`config.mk`:
```
export PLATFORM = sky130hd
export DESIGN_NAME = reg_bank8
export DESIGN_NICKNAME = d
export VERILOG_FILES = /design/src/rtl/reg_bank_pkg.sv /design/src/rtl/dec3to8.sv /design/src/rtl/reg_bank8.sv
export SDC_FILE = /design/constraint.sdc
export NUM_CORES = 1
export LEC_CHECK = 0
export ABC_AREA = 1
export CAP_MARGIN = 25
export CORE_ASPECT_RATIO = 2
export CORE_MARGIN = 3
export CORE_UTILIZATION = 36
export CTS_CLUSTER_SIZE = 10
export DETAILED_ROUTE_END_ITERATION = 10
export GPL_TIMING_DRIVEN = 0
export HOLD_SLACK_MARGIN = 0.15
export SYNTH_ARGS = -nofsm -noshare
export SYNTH_HDL_FRONTEND = slang
export SYNTH_SLANG_ARGS = --single-unit
```
`constraint.sdc`:
```
create_clock -name clk -period 6.25 [get_ports clk]
set_input_delay 0.9375 -clock clk [delete_from_list [all_inputs] [get_ports clk]]
set_output_delay 0.9375 -clock clk [all_outputs]
set_load 0.01 [all_outputs]
```
`src/rtl/reg_bank_pkg.sv`:
```
// Shared constants and types for the eight-entry register bank.
// Register count, index width and data width live here so the decoder and the bank agree.
package reg_bank_pkg;

    localparam int NREGS  = 8;
    localparam int IDX_W  = 3;
    localparam int DATA_W = 16;

    typedef logic [IDX_W-1:0] reg_idx_t;
    typedef logic [NREGS-1:0] onehot_t;

endpackage : reg_bank_pkg

```
`src/rtl/dec3to8.sv`:
```
// 3-bit register index to 8-bit one-hot select.
// Every input code is legal, so the output always has exactly one bit set.
module dec3to8
    import reg_bank_pkg::*;
(
    input  logic [IDX_W-1:0] idx,
    output logic [NREGS-1:0] onehot
);

    for (genvar gi = 0; gi < NREGS; gi++) begin : g_dec
        assign onehot[gi] = (idx == IDX_W'(gi));
    end

endmodule : dec3to8

```
`src/rtl/reg_bank8.sv`:
```
// Eight 16-bit registers fed through a one-entry staging buffer with a hold input,
// plus the one-hot read-select decode for the downstream 8-to-1 multiplexer.
module reg_bank8 #(
    parameter int DATA_W = 16
) (
    input  logic              clk,
    input  logic              reset,
    input  logic              write_valid,
    input  logic [2:0]        write_num,
    input  logic [DATA_W-1:0] data_in,
    output logic              write_ready,
    input  logic              hold,
    input  logic [2:0]        read_num,
    output logic [7:0]        decoded_read_num,
    output logic [DATA_W-1:0] R0,
    output logic [DATA_W-1:0] R1,
    output logic [DATA_W-1:0] R2,
    output logic [DATA_W-1:0] R3,
    output logic [DATA_W-1:0] R4,
    output logic [DATA_W-1:0] R5,
    output logic [DATA_W-1:0] R6,
    output logic [DATA_W-1:0] R7,
    output logic [7:0]        reg_valid,
    output logic              write_pending
);

    import reg_bank_pkg::NREGS;
    import reg_bank_pkg::reg_idx_t;
    import reg_bank_pkg::onehot_t;

    logic              stg_full_reg;
    reg_idx_t          stg_num_reg;
    logic [DATA_W-1:0] stg_data_reg;

    logic [DATA_W-1:0] regs_reg [NREGS];
    onehot_t           reg_valid_reg;

    onehot_t           stg_onehot;
    onehot_t           load_en;
    logic              accept;
    logic              commit;

    // A full buffer that is draining this cycle can still take a new write.
    assign write_ready   = !stg_full_reg || !hold;
    assign accept        = write_valid && write_ready;
    assign commit        = stg_full_reg && !hold;
    assign write_pending = stg_full_reg;

    dec3to8 u_write_dec (
        .idx    (stg_num_reg),
        .onehot (stg_onehot)
    );

    dec3to8 u_read_dec (
        .idx    (read_num),
        .onehot (decoded_read_num)
    );

    assign load_en = stg_onehot & {NREGS{commit}};

    always_ff @(posedge clk) begin
        if (reset) begin
            stg_full_reg <= 1'b0;
            stg_num_reg  <= '0;
            stg_data_reg <= '0;
        end else if (accept) begin
            // Reloading on the commit edge keeps the buffer full for back-to-back writes.
            stg_full_reg <= 1'b1;
            stg_num_reg  <= write_num;
            stg_data_reg <= data_in;
        end else if (commit) begin
            stg_full_reg <= 1'b0;
        end
    end

    for (genvar gi = 0; gi < NREGS; gi++) begin : g_regs
        always_ff @(posedge clk) begin
            if (reset) begin
                regs_reg[gi]      <= '0;
                reg_valid_reg[gi] <= 1'b0;
            end else if (load_en[gi]) begin
                regs_reg[gi]      <= stg_data_reg;
                reg_valid_reg[gi] <= 1'b1;
            end
        end
    end

    assign reg_valid = reg_valid_reg;

    assign R0 = regs_reg[0];
    assign R1 = regs_reg[1];
    assign R2 = regs_reg[2];
    assign R3 = regs_reg[3];
    assign R4 = regs_reg[4];
    assign R5 = regs_reg[5];
    assign R6 = regs_reg[6];
    assign R7 = regs_reg[7];

endmodule : reg_bank8

```
Yosys cells after proc, flatten, opt, wreduce, memory -nomap -nowiden
Memory sizes are Yosys's and may differ from the RTL's.
Cells that the tools add are included.

cells by class
  equality and inequality tests = 14
  mux-type cells = 36
  bitwise logic cells = 9
  reductions and logical operators = 8

operators with widths
  kind                  count
  $mux W16              8
  $mux W1               28
  $eq A3 B3 Y1 const B  8
  $eq A3 B2 Y1 const B  4
  $and A8 B8 Y8         1
  $or A1 B1 Y1          8
  $eq A3 B1 Y1 const B  2
  $logic_not A3 Y1      2
  $logic_and A1 B1 Y1   2
  $logic_not A1 Y1      2
  $reduce_bool A2 Y1    1
  $logic_or A1 B1 Y1    1

word-level totals
  register bits = 28
  RAM bits = 128
  output and inout bits = 146
  word-level logic and storage cells = 79
  memories = 1

memory list
  name      depth  width  read ports  clocked after Yosys merged registers in  write ports  line             RTL
  regs_reg  8      16     8           0                                        8            reg_bank8.sv:35  logic [DATA_W-1:0] regs_reg [NREGS];

Longest topological paths before layout
Gate-level depths: netlist of run 1.

  word-level depth = 7
  depth in mapped cells = 6

Cells and area by module
Synthesis of run 1 repeated with hierarchy kept, for this count alone.

unflattened totals
  cells, all modules = 497
  area total of the unflattened synthesis = 6,635.1 um2

modules (own cells, without submodules)
  module     times used  cells each  area each (um2)
  reg_bank8  1           467         6,522.5
  dec3to8    2           15          56.3

Worst setup path before layout of run 1
Ideal clock, no wire load.

  path type = input to register
  start point = in hold
  end point = mem regs_reg[4][0], in the netlist regs_reg[1][0] (enable)
  data arrival time = 2.373 ns
  data required time = 5.839 ns
  slack = 3.466 ns
  stages = 3
  path buffers = 0
  cell sequence = inv_1 > nand3_1 > o21ai_0

RTL lines
  item                line             RTL
  start: declaration  reg_bank8.sv:12  input logic hold,
  end: declaration    reg_bank8.sv:35

Worst setup path in the final report of run 1
  start point = in read_num[2]
  end point = out decoded_read_num[7]

between the ends
  longest elaborated chain between the ends = 1

RTL lines
  item                line             RTL
  start: declaration  reg_bank8.sv:13  input logic [2:0] read_num,
  $eq A3 B3 Y1        dec3to8.sv:11    assign onehot[gi] = (idx == IDX_W'(gi));
  end: declaration    reg_bank8.sv:14  output logic [7:0] decoded_read_num,

Every way passes these cells.

==> impl_metrics.json, run 1 <==
{
  "vdd_ir_drop_max_uv": 187,
  "layout-drive-gt1-share": 0.0847,
  "fin_ws_ns": 2.95,
  "power.internal_mw": 1.89,
  "largest_reg_flops": 128,
  "r2r-start": "stg_num_reg[2]$_SDFFE_PP0P_",
  "worst_slew_pin_slew_ns": 0.849,
  "grt_max_degree": 17,
  "seqPwrFrac": 0.486,
  "worstPathRequired_ns": 5.31,
  "synthAdderAreaFrac": 0,
  "finish.instance_area_mm2": 0.00821,
  "synth.distinct_cells": 18,
  "utilization": 0.537,
  "fin_crit_sh": 0.529,
  "syn_inst": 442,
  "synth_top_family_by_area": "simple AND/OR/NAND/NOR gates",
  "htreeDepth": 4,
  "ys_seq_area_frac": 0.784,
  "globalplace.congestion": 0.766,
  "clk_latency_ns": 0.42,
  "dpl-instance-area_mm2": 0.00761,
  "post_cts_buffers": 0,
  "finClkSkew_ns": 0.00941,
  "n_antenna_cell": 0,
  "fmax_ghz": 0.303,
  "muxShareOfSynthArea": 0,
  "power_frac_clock": 0.430,
  "min_path_type": "reg -> reg",
  "clockBufferDepth": 2,
  "hpwl_mm": 11.6,
  "grt_pass1_vias": 3933,
  "syn-num-nets": 468,
  "relSlewSlack": 0.430,
  "worstSetupPathType": "in -> out",
  "end_kind": "output port",
  "path_clk_slew_ns": 0.06,
  "crit_path_start": "read_num[2]",
  "instances_no_fill": 847,
  "maxSlewViolCount": 0,
  "finalHoldViolCount": 0,
  "power_mw": 2.44,
  "viasPerCell": 4.63,
  "antenna_left": 0,
  "die-area_mm2": 0.0172,
  "post-place-ws_ns": 2.95,
  "antenna_found_initial": 0,
  "synth-seq-cells": 156,
  "place_inst": 815,
  "setup_viol": 0,
  "tns_ns": 0,
  "netlist_area_mm2": 0.00561,
  "hold_ws_ns": 0.452,
  "routed_wl_mm": 15.3,
  "tritoncts": "built",
  "root_buffer": "clkbuf_16",
  "routedWlPerCell_um": 18.1,
  "comb_power_share": 0.083,
  "rsz0062_at_grt": "false",
  "chipHeight_um": 183,
  "finalCriticalPeriod_ns": 3.30,
  "p_leak_nw": 3.04,
  "fin_nets": 662,
  "drc": 0,
  "crit_path_cell_trace": "clkdlybuf4s50_1 -> inv_1 -> nor3_1 -> clkdlybuf4s50_1",
  "synth.largest_area_cell": "edfxtp_1",
  "cp.arrival_ns": 2.37,
  "synth.avg_cell_area_um2": 12.7,
  "io_buffer_count": 171,
  "synthToLayoutAreaGrowth_pct": 46.2,
  "synth_edf_count": 128,
  "min_from": "reg_valid[3]$_SDFFE_PP0P_",
  "io_pins": 172,
  "fp.dieW_um": 94.3,
  "powerDensity_mw_per_mm2": 297,
  "synth-xor-area-share": 0,
  "cts.sinks": 156,
  "synthArstFlopShare": 0,
  "track_usage": 0.180,
  "drtIter0Drc": 178,
  "start_util": 0.367,
  "fill_cells": 1303,
  "synthTopCellsByCount": "nor2_1, edfxtp_1, nand2_1",
  "swShare": 0.225,
  "num_rows": 64,
  "crit_path_top_delay_cell": "clkdlybuf4s50_1",
  "cts_made_buffers": 17,
  "firstDrtPassIters": 4,
  "path_common_cell": "clkdlybuf4s50_1",
  "synth_simple_gate_area_frac": 0.156,
  "crit_path_max_incr_delay_ns": 0.56,
  "cts_hold_buf": 0,
  "synthFlopType": "edfxtp_1",
  "synth_compound_area_frac": 0.0214,
  "synth_top_area_share": 0.685,
  "outcome": "finished clean",
  "power.switching_mw": 0.549,
  "start_kind": "primary input",
  "cap_viol_max_count": 0,
  "grt_pass1_wl_mm": 21.9,
  "cts_resized": 0,
  "yosysMostFrequentCell": "nor2_1",
  "cp_max_fo": 5,
  "synthTopCellsByArea": "edfxtp_1, nor2_1, dfxtp_1",
  "vias": 3919,
  "yosysWarnings": 0,
  "fp.coreArea_mm2": 0.0153,
  "grt-ovfl-total": 0
}
## cells in the final DEF (no fill, tap or decap), types with 5 or more instances in the layout
cell type,netlist,routed
clkdlybuf4s50_1,0,171
nor2_1,170,170
edfxtp_1,128,128
nand2_1,31,31
dfxtp_1,28,28
inv_1,26,26
o21ai_0,23,19
clkbuf_16,0,17
nor3_1,8,8
buf_2,7,7
clkbuf_1,3,5
## per-layer routing
metal	GRT usage	vias up	routed length, um
li1	-	1856	-
met1	0.165	1876	5050
met2	0.350	153	9050
met3	0.0330	34	649
met4	0.105	0	587
met5	0	-	0
## final timing paths
kind                                       end  slack (ns)  depth (start not counted)
hold reg to reg      reg_valid[3]$_SDFFE_PP0P_        0.45                          2
hold / removal       reg_valid[3]$_SDFFE_PP0P_        0.45                          2
setup / recovery           decoded_read_num[7]        2.95                          4
setup reg to reg  regs_reg[1][0]$_SDFFCE_PN0P_        4.30                          3
## worst max-delay path, delay by kind of cell
kind                   cells  cell delay (ns)
buffers and inverters      3             1.23
and+or+nand+nor            1             0.20
## kinds of logic after synthesis
logic type             Yosys count
AO/OA/AOI/OAI                   24
buffers and inverters           43
flip-flops                     156
AND/OR/NAND/NOR                219
## final cells by class
class	count	area [um2]	area share
multi-input combinational	243	996	0.121
timing repair buffer	175	1750	0.213
inverter	28	105	0.0128
buffer	15	109	0.0133
sequential	156	4400	0.537
clock buffer	19	433	0.0527
tap	198	248	0.0302
clock inverter	13	164	0.0200
## power groups by stage
stage	registers [mW]	logic, mW	clock network, mW
after floorplan	1.22	0.0578	0
after global placement	1.21	0.200	0
after detailed placement	1.21	0.206	0
after CTS	1.19	0.206	1.06
after global routing	1.19	0.218	1.10
final	1.19	0.203	1.05
No activity file was read; power rests on OpenSTA's default activity.
==> inputs of run 2 (changes only) <==
Clock period 6.25 ns to 3.5 ns, I/O delays scaled along.
==> results of run 2 <==
Same layout as run 1 (identical final DEF). Status: finished clean.
Among the figures that moved: setup slack after placement 2.95 ns -> 0.921 ns; setup slack after layout 2.95 ns -> 1.02 ns; register-to-register setup slack 4.30 ns -> 1.55 ns; total power 2.44 mW -> 4.35 mW; worst IR drop on VDD 187 uV -> 334 uV
==> inputs of run 3 (changes only) <==
Settings changed: PLACE_DENSITY set to 0.67.
Clock period 3.5 ns to 2.22 ns, I/O delays scaled along.
==> run 3 against run 2 <==
  * Register-to-register slack worse by 1.2 ns
  * Clock power up 45%
  * Worst setup slack worse by 0.90 ns
  * First-iteration DRC count up 18%
  * Clock-buffer cell count down 2
  * Critical path type unchanged
  * Critical endpoint unchanged
  * Highest routed layer unchanged
==> impl_metrics.json, run 3 (synthesis gave the netlist of run 1 again) <==
{
  "antenna_found_initial": 0,
  "chipHeight_um": 183,
  "p_leak_nw": 3.01,
  "cap_viol_max_count": 0,
  "viasPerCell": 4.59,
  "outcome": "finished clean",
  "clk_latency_ns": 0.42,
  "finClkSkew_ns": 0.00865,
  "min_path_type": "reg -> reg",
  "die-area_mm2": 0.0172,
  "place_inst": 813,
  "power_mw": 6.61,
  "fill_cells": 1291,
  "cts.sinks": 156,
  "finalCriticalPeriod_ns": 2.10,
  "fp.coreArea_mm2": 0.0153,
  "cts_resized": 0,
  "cts_made_buffers": 17,
  "r2r_slack_ns": 0.31,
  "cts_hold_buf": 0,
  "utilization": 0.534,
  "layout_commonest_cell": "clkdlybuf4s50_1",
  "vdd_ir_drop_max_uv": 546,
  "routed_wl_mm": 14.4,
  "path_common_cell": "clkdlybuf4s50_1",
  "layout_common_cells": "clkdlybuf4s50_1, nor2_1, edfxtp_1",
  "antenna_left": 0,
  "hpwl_mm": 10.9,
  "n_antenna_cell": 0,
  "vias": 3881,
  "clockBufferDepth": 2,
  "finalHoldViolCount": 0,
  "fin_nets": 660,
  "start_kind": "primary input",
  "maxSlewViolCount": 0,
  "min_from": "reg_valid[4]$_SDFFE_PP0P_",
  "num_rows": 64,
  "grt_pass1_wl_mm": 21.4,
  "largest_reg_flops": 128,
  "cp_max_fo": 5,
  "hold_path_end": "reg_valid[4]$_SDFFE_PP0P_",
  "root_buffer": "clkbuf_16",
  "crit_path_cell_trace": "clkdlybuf4s50_1 -> inv_1 -> nor3_1 -> clkdlybuf4s50_1",
  "setup_viol": 0,
  "end_kind": "output port",
  "io_buffer_count": 171,
  "grt_pass1_vias": 3863,
  "worstSetupPathType": "in -> out",
  "routedWlPerCell_um": 17.1,
  "firstDrtPassIters": 4,
  "path_clk_slew_ns": 0.07,
  "fin_crit_sh": 0.945,
  "start_util": 0.367,
  "rsz0062_at_grt": "false",
  "worst_slew_pin_slew_ns": 0.964,
  "grt_max_degree": 17,
  "io_pins": 172,
  "hold_depth": 2,
  "fin_ws_ns": 0.122,
  "dpl-instance-area_mm2": 0.00760,
  "reg2reg_to": "regs_reg[1][45]$_SDFFCE_PN0P_",
  "drtIter0Drc": 210,
  "r2r-start": "stg_num_reg[2]$_SDFFE_PP0P_",
  "grt-ovfl-total": 0,
  "htreeDepth": 4,
  "finish.instance_area_mm2": 0.00816,
  "tns_ns": 0,
  "post-place-ws_ns": -0.144,
  "worstPathRequired_ns": 1.89,
  "reg2regPathDepth": 2,
  "powerDensity_mw_per_mm2": 810,
  "relSlewSlack": 0.357,
  "hold_ws_ns": 0.459,
  "cp.arrival_ns": 1.76,
  "instances_no_fill": 845,
  "synthToLayoutAreaGrowth_pct": 45.4,
  "crit_path_max_incr_delay_ns": 0.57,
  "track_usage": 0.172,
  "globalplace.congestion": 0.819,
  "crit_path_top_delay_cell": "clkdlybuf4s50_1",
  "post_cts_buffers": 0,
  "fmax_ghz": 0.477,
  "drc": 0,
  "fp.dieW_um": 94.3,
  "layout-drive-gt1-share": 0.0896,
  "tritoncts": "built"
}
## run 3: area by class of cell
type	count	area [um2]	share of cell area
buffer	15	109	0.0133
clock buffer	17	425	0.0521
clock inverter	15	133	0.0163
inverter	28	105	0.0129
multi-input combinational	243	1000	0.123
sequential	156	4400	0.540
tap	198	248	0.0304
timing repair buffer	173	1730	0.212
## run 3: where the power goes
group          switching (mW)  internal (mW)  leakage (nW)  total [mW]
Clock                    1.24           1.47         0.268        2.71
Sequential             0.0537           3.28          1.55        3.34
Combinational           0.308          0.250          1.19       0.557
Total                    1.61           5.00          3.01        6.61
## run 3: how the worst max path moves through the flow
stage	startpoint	to	slack [ns]
5_1_grt	read_num[2]	decoded_read_num[7]	0.02
2_1_floorplan	write_pending$_SDFFE_PP0P_	regs_reg[1][0]$_SDFFCE_PN0P_	-0.005
3_5_place_dp	hold	regs_reg[1][9]$_SDFFCE_PN0P_	-0.14
4_1_cts	read_num[1]	decoded_read_num[7]	0.10
3_3_place_gp	hold	regs_reg[1][8]$_SDFFCE_PN0P_	-1.16
6_report	read_num[2]	decoded_read_num[7]	0.12
## run 3: worst max-delay path: cells and delay by family
kind | cells | cell delay (ns)
buffers and inverters | 3 | 1.23
AND/OR/NAND/NOR | 1 | 0.20
## run 3: layer usage
metal | wire length [um] | up-vias | GRT usage
li1 | - | 1862 | -
met2 | 8430 | 146 | 0.336
met4 | 511 | 0 | 0.0880
met5 | 0 | - | 0
met1 | 4870 | 1846 | 0.165
met3 | 623 | 27 | 0.0285
